$ cat src/rtl/rv_mc_ctrl.sv
// Multi-cycle control FSM for the RV32I core: sequences fetch/decode/exec/mem/wb,
// handshakes with instruction and data memory, traps on faults and counts retirements.
module rv_mc_ctrl #(
  parameter int unsigned TIMEOUT = 16,
  parameter int unsigned CNT_W   = 32
) (
  input  logic             clk,
  input  logic             rst,
  input  logic [6:0]       opcode,
  input  logic             br_cond,
  input  logic             imem_ack,
  input  logic             dmem_ack,
  output logic             imem_req,
  output logic             dmem_req,
  output logic             dmem_we,
  output logic             ir_we,
  output logic             pc_we,
  output logic             pc_sel,
  output logic             reg_we,
  output logic             alu_b_imm,
  output logic [1:0]       wb_sel,
  output logic             trap,
  output logic [1:0]       trap_cause,
  output logic [CNT_W-1:0] retired
);

  localparam logic [6:0] OpR      = 7'b0110011;
  localparam logic [6:0] OpI      = 7'b0010011;
  localparam logic [6:0] OpLoad   = 7'b0000011;
  localparam logic [6:0] OpStore  = 7'b0100011;
  localparam logic [6:0] OpBranch = 7'b1100011;
  localparam logic [6:0] OpJal    = 7'b1101111;
  localparam logic [6:0] OpJalr   = 7'b1100111;
  localparam logic [6:0] OpLui    = 7'b0110111;
  localparam logic [6:0] OpAuipc  = 7'b0010111;

  localparam int unsigned    WaitW     = (TIMEOUT > 2) ? $clog2(TIMEOUT) : 1;
  localparam logic [WaitW-1:0] WaitLast = WaitW'(TIMEOUT - 1);
  localparam bit             TimeoutEn = (TIMEOUT != 0);

  typedef enum logic [2:0] {
    StFetch,
    StDecode,
    StExec,
    StMem,
    StWb,
    StTrap
  } state_e;

  state_e           state_q, state_d;
  logic [WaitW-1:0] wait_q;
  logic             trap_q;
  logic [1:0]       cause_q, cause_d;
  logic [CNT_W-1:0] cnt_q;

  logic is_r, is_i, is_load, is_store, is_branch, is_jal, is_jalr, is_lui, is_auipc;
  logic is_legal, timed_out;

  assign is_r      = (opcode == OpR);
  assign is_i      = (opcode == OpI);
  assign is_load   = (opcode == OpLoad);
  assign is_store  = (opcode == OpStore);
  assign is_branch = (opcode == OpBranch);
  assign is_jal    = (opcode == OpJal);
  assign is_jalr   = (opcode == OpJalr);
  assign is_lui    = (opcode == OpLui);
  assign is_auipc  = (opcode == OpAuipc);
  assign is_legal  = is_r | is_i | is_load | is_store | is_branch | is_jal | is_jalr |
                     is_lui | is_auipc;

  // Last permitted wait cycle; an ack in this same cycle still wins.
  assign timed_out = TimeoutEn && (wait_q == WaitLast);

  always_comb begin
    state_d   = state_q;
    cause_d   = cause_q;
    imem_req  = 1'b0;
    dmem_req  = 1'b0;
    dmem_we   = 1'b0;
    ir_we     = 1'b0;
    pc_we     = 1'b0;
    pc_sel    = 1'b0;
    reg_we    = 1'b0;
    alu_b_imm = 1'b0;
    wb_sel    = 2'b00;
    if (!rst) begin
      case (state_q)
        StFetch: begin
          imem_req = 1'b1;
          if (imem_ack) begin
            ir_we   = 1'b1;
            state_d = StDecode;
          end else if (timed_out) begin
            state_d = StTrap;
            cause_d = 2'b10;
          end
        end
        StDecode: begin
          if (!is_legal) begin
            state_d = StTrap;
            cause_d = 2'b01;
          end else begin
            state_d = StExec;
          end
        end
        StExec: begin
          alu_b_imm = is_i | is_load | is_store | is_jalr | is_lui | is_auipc;
          if (is_branch) begin
            pc_we   = 1'b1;
            pc_sel  = br_cond;
            state_d = StFetch;
          end else if (is_load || is_store) begin
            state_d = StMem;
          end else begin
            state_d = StWb;
          end
        end
        StMem: begin
          dmem_req = 1'b1;
          dmem_we  = is_store;
          if (dmem_ack) begin
            if (is_store) begin
              pc_we   = 1'b1;
              state_d = StFetch;
            end else begin
              state_d = StWb;
            end
          end else if (timed_out) begin
            state_d = StTrap;
            cause_d = 2'b11;
          end
        end
        StWb: begin
          reg_we  = 1'b1;
          pc_we   = 1'b1;
          pc_sel  = is_jal | is_jalr;
          wb_sel  = is_load ? 2'b01 : ((is_jal | is_jalr) ? 2'b10 : 2'b00);
          state_d = StFetch;
        end
        default: state_d = StTrap;
      endcase
    end
  end

  always_ff @(posedge clk) begin
    if (rst) begin
      state_q <= StFetch;
      wait_q  <= '0;
      trap_q  <= 1'b0;
      cause_q <= 2'b00;
      cnt_q   <= '0;
    end else begin
      state_q <= state_d;
      cause_q <= cause_d;
      if (state_d == StTrap) trap_q <= 1'b1;
      if (state_d != state_q) begin
        wait_q <= '0;
      end else if (state_q == StFetch || state_q == StMem) begin
        wait_q <= wait_q + WaitW'(1);
      end
      if (pc_we) cnt_q <= cnt_q + CNT_W'(1);
    end
  end

  assign trap       = trap_q & ~rst;
  assign trap_cause = rst ? 2'b00 : cause_q;
  assign retired    = rst ? '0 : cnt_q;

endmodule

$ cat config.mk
export PLATFORM = sky130hd
export DESIGN_NAME = rv_mc_ctrl
export DESIGN_NICKNAME = d
export VERILOG_FILES = /design/src/rtl/rv_mc_ctrl.sv
export SDC_FILE = /design/constraint.sdc
export NUM_CORES = 1
export LEC_CHECK = 0
export ABC_AREA = 1
export CORE_MARGIN = 5
export CORE_UTILIZATION = 56
export CTS_CLUSTER_DIAMETER = 40
export CTS_CLUSTER_SIZE = 14
export DETAILED_ROUTE_END_ITERATION = 10
export PLACE_DENSITY = 0.88
export SLEW_MARGIN = 5
export SYNTH_ARGS = -nofsm -noshare
export SYNTH_HDL_FRONTEND = slang
export SYNTH_SLANG_ARGS = --single-unit
export TNS_END_PERCENT = 5
$ cat constraint.sdc
create_clock -name clk -period 3.5 [get_ports clk]
set_input_delay 0.525 -clock clk [delete_from_list [all_inputs] [get_ports clk]]
set_output_delay 0.525 -clock clk [all_outputs]
set_load 0.005 [all_outputs]
==> run summary <==
Min cycle time layout - 3.04 ns
Slowest CP cell - clkdlybuf4s50_1
Outcome - completed
WP data arrival - 2.51 ns
Hold EP - cnt_q[31]
Initial core utilization - 57.1%
Routed met2 length - 3.85 mm
Rel. slew slack - 68.4%
Max Root-Sink Buffers - 2
Max-cap violations - 0
Initial DRC count - 273
CP Max Fanout - 11
Critical Path Start Type - input port
Unrepaired setup endpoints after global routing - no
Sink Count - 42
CTS H-Tree Depth - 2
Detailed-router iteration count before antenna repair - 5
Fillers - 465
FP Rows - 26
Synth top area cells - dfxtp_1, nand2_1, nor2_1
Synthesized area per cell - 5.98 µm²
Pwr dens - 281 nW/µm²
Initial antenna violation count - 0
TritonCTS clock tree - yes
#FFs+latches synth - 42
Critical Path Start - opcode[4]
Hold Crit Start - cnt_q[31]
Syn_nets - 499
Die area - 6720 µm²
Layout cell share with drive strength beyond 1 - 4.66%
Cell Chain, Critical Path - clkdlybuf4s50_1 > inv_2 > nand2_1 > nor2_1 > nand2_1 > nor2_2 > o21ai_1 > nand2_2 > clkdlybuf4s50_1
Die height - 82.0 µm
Total gr overflow - 0
Cell count after placement - 599
Clock Skews - 0.00925 ns
Crit end category - output port
Worst-Margin Slew - 0.474 ns
Clock Pin Slew Worst Setup and Hold Paths - 0.08 ns
I/O pins - 57
DP Wirelength - 5.91 mm
Routed Wire Length - 7.78 mm
Register-to-register setup slack - 1.40 ns
Fin util - 70.8%
Vias in the first global route - 3105
DR DRC count - 0
Count leader, synth - nand2_1
Core Area - 5070 µm²
DR vias/cell - 5.44
Async SR Flop Fraction - 0%
Synth cell count leaders - nand2_1, nor2_1, inv_1
Area of the multi-input gates - 1740 µm²
Post-synthesis sequential area ratio - 29.0%
Synth Flop Type - dfxtp_1
Met1 wire length - 3.20 mm
First-pass GRT wire length - 13.1 mm
Wire per inst - 12.8 µm
Post-Synthesis Cells - 485
CTS buffer count - 5
Crit path largest cell delay - 0.55 ns
Leading area contributor after synthesis - dfxtp_1
WP data required - 2.97 ns
Ys Warns - 0
Storage cell area - 841 µm²
Design Area, Final - 3590 µm²
Worst reg2reg startpoint - state_q[0]
Top sig layer - met4
Area delta synth->final - 24.0%
CP delay by family, top - buffers and inverters
FMAX - 0.329 GHz
Critical path class - in2out
Total inserted antenna cells - 0
Reg2reg path depth - 11
Hold Crit Class - reg2reg
Max VDD drop - 0.179 mV
Buf/Inv on CP - 3
CTS hold repair buffers - 0
Setup TNS - 0 ns
Clock root buffer - clkbuf_8
Total track usage - 24.5%
WHS Path Cells - 2
Placer congestion estimate - 0.997
Nets - 550
Post-CTS Setup Inserts - 0
Slew Limit Fails - 0
Dpl cell area - 3480 µm²
Vias - 3303
Leakage - 0.00130 µW
Pin count of the biggest net entering global routing - 42
Final setup fails - 0
Post-CTS sizing - 0
Area of the mapped netlist - 2900 µm²
Finished Layout Cells - 607
Die X - 82.0 µm
Yosys cell types - 34
Port Buf Inserts - 56
Worst r2r dst - cnt_q[17]
Number of synthesized flops with an enable pin - 0
Period utilization - 86.8%
Hold Fails Final Rpt - 0
Post-route ant nets - 0
Share of Yosys cell area claimed by the top area cell type - 29.0%
Metal3 WL - 502 µm
Worst-skew pair later-pin latency - 0.30 ns
-- stage by stage --
step                setup slack, ns  hold WS, ns  power [µW]
floorplan                      1.58        0.435         586
global placement              0.548        0.452         625
detailed placement            0.473        0.465         628
CTS                           0.472        0.478        1010
global route                  0.320        0.509        1050
finish                        0.462        0.474        1010
-- tightest hold or removal path, cell delays in order, from the launching register on --
cell     delay [ns]
dfxtp_1        0.32
nand2_1        0.06
a21oi_1        0.05
-- cells in the final DEF, fill, tap and decap left out, types with 3 or more instances in the layout --
cell,Yosys,final
nand4_1,12,12
dfxtp_1,42,42
nand2_1,126,126
nor2_1,81,81
o21ai_1,3,3
buf_4,1,3
nand3_1,23,23
inv_1,58,58
inv_2,5,5
clkdlybuf4s50_1,0,55
xor2_1,20,20
nor2_2,3,3
o21ai_0,10,10
nor4_1,4,4
nor3_1,29,29
a21oi_1,34,34
clkbuf_8,0,5
-- how the worst max path moves through the flow --
stage | depth (start not counted) | to | slack [ns]
2_1_floorplan | 8 | pc_we | 1.58
3_3_place_gp | 9 | pc_sel | 0.55
3_5_place_dp | 9 | pc_we | 0.47
4_1_cts | 9 | pc_we | 0.47
5_1_grt | 9 | pc_sel | 0.32
6_report | 9 | pc_we | 0.46
-- final cells by class --
cell class	instances	area share [%]
clock buffer	6	2.02
clock inverter	2	1.04
inverter	63	6.58
multi-input combinational	365	48.5
sequential	42	23.4
tap	70	2.44
timing repair buffer	59	16.1
-- state kept, by name (all words and copies together), names as in the netlist --
register	cells
trap_q	1
cause_q	2
state_q	3
cnt_q	32
wait_q	4
-- metal layers --
metal / global-route usage (%) / vias up
li1: - / 1654
met4: 10.3 / 0
met3: 3.95 / 22
met5: 0 / -
met1: 27.8 / 1480
met2: 45.1 / 147
-- cell families after synthesis --
kind of cell / Yosys count / synth area share, %
and+or+nand+nor: 287 / 42.6
DFF: 42 / 29.0
AOI/OAI and AO/OA: 53 / 9.67
xor gates and xnor gates: 22 / 6.65
buffers and inverters: 78 / 10.9
muxes: 1 / 0.345
adders and majority gates: 2 / 0.863
-- power breakdown --
part	total (µW)	switching, µW	internal, µW
clock network	392	179	213
logic	123	78.0	45.5
registers	495	7.53	487
(Power assumes the default switching activity.)
